===== src/rtl/dmem_access_ctrl.sv =====
// MEM-stage data-memory access controller: issues one bus transaction per
// aligned load/store, stalls EX/MEM until it completes, reports alignment and bus errors.
module dmem_access_ctrl #(
   parameter int unsigned TIMEOUT = 255
) (
   input  logic        clk,
   input  logic        reset,
   input  logic        mem_dmen,
   input  logic        mem_memwr,
   input  logic [31:0] mem_result,
   input  logic [31:0] mem_rt,
   input  logic [31:0] mem_pc_i,
   output logic        pa_idexmemwr,
   output logic        dbus_req,
   output logic        dbus_we,
   output logic [31:0] dbus_addr,
   output logic [31:0] dbus_wdata,
   input  logic        dbus_gnt,
   input  logic        dbus_rvalid,
   input  logic [31:0] dbus_rdata,
   output logic [31:0] mem_rdata_o,
   output logic        mem_ack,
   output logic        align_err,
   output logic        bus_err,
   output logic [31:0] err_pc
);

   localparam int unsigned DW = 32;
   localparam int unsigned CW = 8;

   typedef enum logic [1:0] {
      S_IDLE = 2'd0,
      S_ADDR = 2'd1,
      S_RESP = 2'd2,
      S_DONE = 2'd3
   } state_t;

   state_t          r_state, w_state_nxt;
   logic [CW-1:0]   r_cnt, w_cnt_nxt, w_cnt_inc;
   logic            r_req, w_req_nxt;
   logic            r_we, w_we_nxt;
   logic [DW-1:0]   r_addr, w_addr_nxt;
   logic [DW-1:0]   r_wdata, w_wdata_nxt;
   logic [DW-1:0]   r_pc, w_pc_nxt;
   logic [DW-1:0]   r_rdata, w_rdata_nxt;
   logic            r_ack, w_ack_nxt;
   logic            r_aerr, w_aerr_nxt;
   logic            r_berr, w_berr_nxt;
   logic [DW-1:0]   r_epc, w_epc_nxt;
   logic            w_aligned;
   logic            w_timeout;

   assign w_aligned = (mem_result[1:0] == 2'b00);
   assign w_cnt_inc = (r_cnt == {CW{1'b1}}) ? r_cnt : r_cnt + CW'(1);
   // Abort once the access has spent TIMEOUT cycles in ADDR+RESP
   assign w_timeout = (32'(w_cnt_inc) >= TIMEOUT);

   // Next-state and next-register logic
   always_comb begin
      w_state_nxt = r_state;
      w_cnt_nxt   = r_cnt;
      w_req_nxt   = r_req;
      w_we_nxt    = r_we;
      w_addr_nxt  = r_addr;
      w_wdata_nxt = r_wdata;
      w_pc_nxt    = r_pc;
      w_rdata_nxt = r_rdata;
      w_ack_nxt   = 1'b0;
      w_aerr_nxt  = 1'b0;
      w_berr_nxt  = 1'b0;
      w_epc_nxt   = r_epc;
      case (r_state)
         S_IDLE: begin
            if (mem_dmen) begin
               if (w_aligned) begin
                  w_state_nxt = S_ADDR;
                  w_cnt_nxt   = '0;
                  w_req_nxt   = 1'b1;
                  w_we_nxt    = mem_memwr;
                  w_addr_nxt  = mem_result;
                  w_wdata_nxt = mem_rt;
                  w_pc_nxt    = mem_pc_i;
               end else begin
                  w_aerr_nxt = 1'b1;
                  w_epc_nxt  = mem_pc_i;
               end
            end
         end
         S_ADDR: begin
            w_cnt_nxt = w_cnt_inc;
            if (dbus_gnt) begin
               w_req_nxt = 1'b0;
               if (r_we) begin
                  w_state_nxt = S_DONE;
                  w_ack_nxt   = 1'b1;
               end else begin
                  w_state_nxt = S_RESP;
               end
            end else if (w_timeout) begin
               w_req_nxt   = 1'b0;
               w_state_nxt = S_DONE;
               w_ack_nxt   = 1'b1;
               w_berr_nxt  = 1'b1;
               w_epc_nxt   = r_pc;
               if (!r_we) begin
                  w_rdata_nxt = '0;
               end
            end
         end
         S_RESP: begin
            w_cnt_nxt = w_cnt_inc;
            if (dbus_rvalid) begin
               w_rdata_nxt = dbus_rdata;
               w_state_nxt = S_DONE;
               w_ack_nxt   = 1'b1;
            end else if (w_timeout) begin
               w_rdata_nxt = '0;
               w_state_nxt = S_DONE;
               w_ack_nxt   = 1'b1;
               w_berr_nxt  = 1'b1;
               w_epc_nxt   = r_pc;
            end
         end
         S_DONE: begin
            w_state_nxt = S_IDLE;
         end
         default: begin
            w_state_nxt = S_IDLE;
         end
      endcase
   end

   // State and registered outputs
   always_ff @(posedge clk or negedge reset) begin
      if (!reset) begin
         r_state <= S_IDLE;
         r_cnt   <= '0;
         r_req   <= 1'b0;
         r_we    <= 1'b0;
         r_addr  <= '0;
         r_wdata <= '0;
         r_pc    <= '0;
         r_rdata <= '0;
         r_ack   <= 1'b0;
         r_aerr  <= 1'b0;
         r_berr  <= 1'b0;
         r_epc   <= '0;
      end else begin
         r_state <= w_state_nxt;
         r_cnt   <= w_cnt_nxt;
         r_req   <= w_req_nxt;
         r_we    <= w_we_nxt;
         r_addr  <= w_addr_nxt;
         r_wdata <= w_wdata_nxt;
         r_pc    <= w_pc_nxt;
         r_rdata <= w_rdata_nxt;
         r_ack   <= w_ack_nxt;
         r_aerr  <= w_aerr_nxt;
         r_berr  <= w_berr_nxt;
         r_epc   <= w_epc_nxt;
      end
   end

   // Stall is combinational so the first IDLE cycle of an access already holds EX/MEM
   assign pa_idexmemwr = ((r_state == S_IDLE) && mem_dmen && w_aligned) ||
                         (r_state == S_ADDR) || (r_state == S_RESP);

   assign dbus_req    = r_req;
   assign dbus_we     = r_we;
   assign dbus_addr   = r_addr;
   assign dbus_wdata  = r_wdata;
   assign mem_rdata_o = r_rdata;
   assign mem_ack     = r_ack;
   assign align_err   = r_aerr;
   assign bus_err     = r_berr;
   assign err_pc      = r_epc;

endmodule


===== config.mk =====
export PLATFORM = sky130hd
export DESIGN_NAME = dmem_access_ctrl
export DESIGN_NICKNAME = d
export VERILOG_FILES = /design/src/rtl/dmem_access_ctrl.sv
export SDC_FILE = /design/constraint.sdc
export NUM_CORES = 1
export LEC_CHECK = 0
export BUFFER_PORTS_ARGS = -buffer_cell sky130_fd_sc_hd__buf_2
export CORE_MARGIN = 2
export CORE_UTILIZATION = 43
export CTS_CLUSTER_SIZE = 16
export DETAILED_ROUTE_END_ITERATION = 6
export GPL_ROUTABILITY_DRIVEN = 0
export PLACE_DENSITY_LB_ADDON = 0.05
export SLEW_MARGIN = 10
export SYNTH_ARGS = -nofsm -noshare
export SYNTH_HDL_FRONTEND = slang
export SYNTH_SLANG_ARGS = --single-unit

===== constraint.sdc =====
create_clock -name clk -period 3.2 [get_ports clk]
set_input_delay 0.16 -clock clk [delete_from_list [all_inputs] [get_ports clk]]
set_output_delay 0.16 -clock clk [all_outputs]
set_load 0.03 [all_outputs]

==> flow_metrics.env, run 1 <==
export IMPL_grt_max_degree=98
export IMPL_ys_top_cells_by_count="nand2_1, dfrtp_1, clkbuf_1, o211ai_1, nor2_1"
export IMPL_wl_per_cell_um=16.6
export IMPL_period_share=0.861
export IMPL_ys_async_sr_fraction=1.00
export IMPL_run_status="finished, final reports clean"
export IMPL_dp_hpwl_mm=15.6
export IMPL_synthesis_nets=1107
export IMPL_ys_seq_elements=175
export IMPL_startpoint_type="flop"
export IMPL_path_cells="ha_1 -> nand4_2 -> or3_1 -> a221o_2 -> buf_12 -> or4_1 -> nand3_1"
export IMPL_netlist_top_cells_area="dfrtp_1, nand2_1, o211ai_1, clkbuf_1, or4_1"
export IMPL_worstSetupPathType="reg -> reg"
export IMPL_clk_pin_slew_worst_paths_ns=0.07
export IMPL_path_buf_inv=1
export IMPL_tns_ns=0
export IMPL_hold_viol_final=0
export IMPL_core_area_um2=18800
export IMPL_max_stage_delay_ns=0.57
export IMPL_num_vias=8304
export IMPL_cp_slowest_cell="or4_1"
export IMPL_drt_first_pass_iters=5
export IMPL_numCtsBuffers=17
export IMPL_synth_top_area_frac=0.532
export IMPL_drtIter0Drc=547
export IMPL_ctsHoldBuffers=96
export IMPL_viasPerCell=5.40
export IMPL_fillers=1662
export IMPL_finClkSkew_ns=0.0102
export IMPL_insertion_delay_ns=0.43
export IMPL_hold_path_class="in -> reg"
export IMPL_initial_core_util=0.438
export IMPL_area_growth_pct=38.5
export IMPL_first_global_vias=8295
export IMPL_ioPinCount=268
export IMPL_yosys_warnings=0
export IMPL_grt_pass1_wl_mm=41.7
export IMPL_post_route_min_period_ns=2.76
export IMPL_avgSynthCellArea_um2=8.50
export IMPL_gr_total_overflow=0
export IMPL_synth_cell_types=38
export IMPL_setup_violations=0
export IMPL_fmax_mhz=363
export IMPL_synthMostInstantiatedCell="nand2_1"
export IMPL_synth_largest_area_cell="dfrtp_1"
export IMPL_critPathMaxFanout=97
export IMPL_post_cts_buffers=0
export IMPL_cts_max_level=4
export IMPL_syn_inst=968
export IMPL_maxSlewViolCount=0
export IMPL_clockBufferDepth=2
export IMPL_p_per_area_nw_per_um2=1050
export IMPL_port_buffer_count=267
export IMPL_drtAntennaViolNets=0
export IMPL_synth_edf_count=0
export IMPL_die_y_um=142
export IMPL_drt_wl_total_mm=25.5
export IMPL_layout_nets=1428
export IMPL_arrival_ns=3.12
export IMPL_cts_resized_gates=0
export IMPL_power_leakage_nw=5.50
export IMPL_ys_seq_area_frac=0.532
export IMPL_p_total_mw=11.9
export IMPL_clock_sinks=175
export IMPL_grt_total_usage=0.257
export IMPL_root_buffer="clkbuf_16"
export IMPL_synthesis_area_um2=8230
export IMPL_worst_slew_pin_slew_ns=0.824
export IMPL_post_route_drc_count=0
export IMPL_cts_tree="yes"
export IMPL_end_kind="flop"
export IMPL_drive_above_1_share=0.253
export IMPL_synth_ff_type="dfrtp_1"
export IMPL_crit_family="simple AND/OR/NAND/NOR gates"
export IMPL_rsz0062_at_grt="no"
export IMPL_rows=50
export IMPL_cap_violations=0
export IMPL_die_w_um=142
export IMPL_dieArea_um2=20300
export IMPL_required_ns=3.56
export IMPL_antenna_found_initial=2
export IMPL_slew_limit_headroom=0.449
export IMPL_ir_drop_mv=0.684
## kinds of logic (layout without fill, tap and decap cells)
family / Yosys count / count (layout) / synth area share
AO/OA/AOI/OAI: 234 / 234 / 0.179
adder cells (fa/ha/maj): 5 / 5 / 0.00760
buffers and inverters: 86 / 420 / 0.0398
flip-flops: 175 / 175 / 0.532
multiplexers: 2 / 2 / 0.00243
other: 0 / 2 / 0
AND/OR/NAND/NOR: 466 / 466 / 0.239
## metrics by stage
| step | std cells | hold slack, ns | area (um2) | utilization | setup slack, ns |
|---|---|---|---|---|---|
| global route | 1538 | 0.0412 | 11400 | 0.607 | 0.307 |
| CTS | 1536 | 0.0232 | 11400 | 0.607 | 0.470 |
| floorplan | 968 | -0.136 | 8230 | - | 0.797 |
| global placement | 1408 | 0.115 | 9870 | 0.526 | 0.531 |
| detailed placement | 1408 | 0.112 | 9870 | 0.526 | 0.484 |
| finish | 1538 | 0.0367 | 11400 | 0.607 | 0.443 |
## cell usage in the layout, fill, tap and decap left out, types with 2 or more instances in the layout
master / count
buf_12: 8
o21ai_0: 44
o22ai_1: 32
clkbuf_16: 17
buf_4: 12
clkbuf_8: 2
and2_1: 4
a31oi_1: 36
a41oi_1: 2
a211oi_1: 2
a21oi_1: 43
ha_1: 5
clkinv_2: 3
diode_2: 2
and3_1: 4
nor2_1: 45
dfrtp_1: 175
clkinv_4: 5
inv_6: 3
nand2_1: 333
nand3_1: 36
o211ai_1: 64
buf_2: 266
inv_1: 5
nor3_1: 2
nor2b_1: 2
or4_1: 32
dlygate4sd3_1: 96
## flip-flops by register name, indices dropped and copies added, names as in the netlist, 2 cells and up
name / count
err_pc: 32
dbus_wdata: 32
r_pc: 32
dbus_addr: 32
r_cnt: 8
r_state: 2
mem_rdata_o: 32
## final cells by class
| cell class | instances | area [um2] | area share |
|---|---|---|---|
| Sequential cell | 175 | 4380 | 0.384 |
| Multi-Input combinational cell | 707 | 3590 | 0.315 |
| Timing Repair Buffer | 383 | 2550 | 0.224 |
| Clock buffer | 19 | 453 | 0.0397 |
| Tap cell | 234 | 293 | 0.0257 |
| Clock inverter | 13 | 104 | 0.00911 |
| Inverter | 5 | 18.8 | 0.00165 |
| Antenna cell | 2 | 5.00 | 0.000439 |
## worst reg2reg max path, cell delays in order (launching register included)
cell and delay (ns):
dfrtp_1 0.42, ha_1 0.33, nand4_2 0.19, or3_1 0.44, a221o_2 0.40, buf_12 0.23, or4_1 0.59, nand3_1 0.09
## routing by layer
metal,global-route usage,vias up,routed length [um]
li1,-,4012,-
met2,0.426,283,12500
met3,0.0548,37,1490
met5,0,-,0
met1,0.336,3972,11100
met4,0.0865,0,481
## report_power, final
part	switching (mW)	leakage, nW	internal, mW
registers	0.695	2.13	3.30
clock network	0.941	0.276	1.05
logic	4.09	3.09	1.85
total	5.73	5.50	6.20
## worst paths after layout
check	start	end	slack [ns]	cells past startpoint
setup reg to reg	r_cnt[0]	mem_rdata_o[24]	0.44	7
min in group asynchronous	reset	mem_rdata_o[17]	0.21	2
max in group asynchronous	reset	err_pc[25]	2.16	3
setup / recovery	r_cnt[0]	mem_rdata_o[24]	0.44	7
hold reg to reg	dbus_wdata[27]	dbus_wdata[27]	0.47	2
hold / removal	dbus_rvalid	mem_ack	0.04	3
(Power assumes the default switching activity.)
==> run 2, diff against run 1 <==
--- a/config.mk
+++ b/config.mk
@@ -8,6 +8,7 @@
 export BUFFER_PORTS_ARGS = -buffer_cell sky130_fd_sc_hd__buf_2
 export CORE_MARGIN = 2
 export CORE_UTILIZATION = 43
+export CTS_BUF_LIST = sky130_fd_sc_hd__clkbuf_2
 export CTS_CLUSTER_SIZE = 16
 export DETAILED_ROUTE_END_ITERATION = 6
 export GPL_ROUTABILITY_DRIVEN = 0
==> run 2 against run 1 <==
Non-clock buffer count rose by 136. Critical path type unchanged. Sequential cell count did not move. Largest cell class unchanged. Largest power group unchanged. Clock-buffer cell count fell by 2. Clock skew rose by 0.040 ns. Routed wire length rose by 8.2%. Global-route usage rose by 2.2 points. Fmax fell by 6.4%. Sequential power barely moved. Worst setup slack got worse by 0.19 ns. Final cell count rose by 8.9%. Combinational power rose by 3%. Total power fell by 6.5%.
==> flow_metrics.env, run 2 (synthesized netlist as in run 1, its figures left out) <==
export IMPL_cap_violations=0
export IMPL_insertion_delay_ns=0.80
export IMPL_maxSlewViolCount=0
export IMPL_period_share=0.920
export IMPL_rrSetupSlack_ns=0.26
export IMPL_cp_slowest_cell="dlygate4sd3_1"
export IMPL_worst_slew_pin_slew_ns=0.782
export IMPL_grt_pass1_wl_mm=45.0
export IMPL_first_global_vias=9141
export IMPL_power_internal_mw=5.47
export IMPL_gr_total_overflow=0
export IMPL_post_place_ws_ns=0.484
export IMPL_fmax_mhz=340
export IMPL_rsz0062_at_grt="no"
export IMPL_drive_above_1_share=0.229
export IMPL_seqPwrFrac=0.357
export IMPL_end_kind="flop"
export IMPL_ir_drop_mv=0.519
export IMPL_max_stage_delay_ns=0.60
export IMPL_cts_tree="yes"
export IMPL_worst_slack_ns=0.255
export IMPL_p_comb_frac=0.548
export IMPL_post_route_drc_count=0
export IMPL_drtAntennaViolNets=0
export IMPL_post_route_min_period_ns=2.94
export IMPL_path_common_cell="nand2_1"
export IMPL_seq_area_um2=4380
export IMPL_layout_nets=1564
export IMPL_num_vias=8957
export IMPL_numCtsBuffers=17
export IMPL_crit_family="buffers and inverters"
export IMPL_area_growth_pct=50.9
export IMPL_final_cell_mix="nand2_1, buf_2, dlygate4sd3_1"
export IMPL_initial_core_util=0.438
export IMPL_final_cell_count_no_fill=1675
export IMPL_final_common_cell="nand2_1"
export IMPL_power_leakage_nw=5.68
export IMPL_critPathMaxFanout=24
export IMPL_hold_viol_final=0
export IMPL_dp_hpwl_mm=15.6
export IMPL_path_buf_inv=4
export IMPL_ioPinCount=268
export IMPL_multi_input_area_um2=3590
export IMPL_drtIter0Drc=550
export IMPL_path_cells="inv_1 -> ha_2 -> nand2_1 -> nor3_2 -> dlygate4sd3_1 -> buf_4 -> nand2_1 -> dlygate4sd3_1 -> nand2_1"
export IMPL_p_total_mw=11.2
export IMPL_p_sw_mw=5.70
export IMPL_clock_sinks=175
export IMPL_fillers=1549
export IMPL_hold_path_class="in -> reg"
export IMPL_wl_per_cell_um=16.5
export IMPL_worstSetupPathType="reg -> reg"
export IMPL_rows=50
export IMPL_cts_max_level=4
export IMPL_dieArea_um2=20300
export IMPL_arrival_ns=3.66
export IMPL_clockPowerShare=0.095
export IMPL_core_area_um2=18800
export IMPL_p_per_area_nw_per_um2=899
export IMPL_swShare=0.510
export IMPL_finClkSkew_ns=0.0499
export IMPL_required_ns=3.92
export IMPL_slew_limit_headroom=0.476
export IMPL_clockBufferDepth=2
export IMPL_startpoint_type="flop"
export IMPL_grt_max_degree=98
export IMPL_root_buffer="clkbuf_2"
export IMPL_port_buffer_count=267
export IMPL_clk_pin_slew_worst_paths_ns=0.24
export IMPL_viasPerCell=5.35
export IMPL_post_cts_buffers=0
export IMPL_antenna_found_initial=2
export IMPL_setup_violations=0
export IMPL_drt_wl_total_mm=27.7
export IMPL_dp_cells=1408
export IMPL_run_status="finished, final reports clean"
export IMPL_die_y_um=142
export IMPL_tns_ns=0
export IMPL_drt_first_pass_iters=5
export IMPL_grt_total_usage=0.279
export IMPL_die_w_um=142
export IMPL_utilization=0.662
run 2: routing by layer:
layer  share of wire  global-route usage  up-vias
li1                -                   -     4279
met1            0.41               0.348     4284
met2            0.49               0.470      327
met3           0.057              0.0606       67
met4           0.035               0.117        0
met5               0                   0        -
run 2: timing repair:
item | 4_1_cts | 5_1_grt
hold buffers | 232 | 0
setup endpoints to repair | 0 | 23
endpoints found under the hold margin | 341 | 0
resized for setup | 0 | 1
run 2: final timing paths:
path,startpoint,to,cells past startpoint
worst max-delay path,r_state[0],dbus_addr[25],9
worst min-delay path,mem_result[0],r_state[0],4
worst max register to register,r_state[0],dbus_addr[25],9
worst min register to register,dbus_wdata[4],dbus_wdata[4],2
max in group asynchronous,reset,r_pc[23],4
min in group asynchronous,reset,mem_rdata_o[17],4
run 2: worst register-to-register path, delay by kind of cell, from the launching register on:
| family | cells | cell delay (ns) |
|---|---|---|
| flip-flops | 1 | 0.49 |
| buffers and inverters | 4 | 1.57 |
| AND/OR/NAND/NOR | 4 | 0.54 |
| adder cells (fa/ha/maj) | 1 | 0.31 |
run 2: layout make-up:
| type | instances | area share |
|---|---|---|
| clock buffers | 17 | 0.00685 |
| diodes | 3 | 0.000604 |
| repair buffers | 519 | 0.317 |
| flip-flops and latches | 175 | 0.353 |
| well taps | 234 | 0.0236 |
| multi-input cells | 707 | 0.289 |
| clock inverters | 15 | 0.00897 |
| inverters | 5 | 0.00151 |
run 2: per-stage QoR:
stage                     cell area [um2]  hold slack (ns)
final                               12400            0.139
after global routing                12400            0.121
after floorplan                      8230           -0.136
after detailed placement             9870            0.112
after global placement               9870            0.115
after CTS                           12400           0.0700
run 2: power groups by stage:
stage	logic [mW]	registers, mW	clock network [mW]
2_1_floorplan	2.37	5.57	0
3_3_place_gp	5.78	3.99	0
3_5_place_dp	5.88	4.00	0
4_1_cts	6.08	3.96	1.10
5_1_grt	6.67	4.14	1.18
6_report	6.12	3.98	1.06
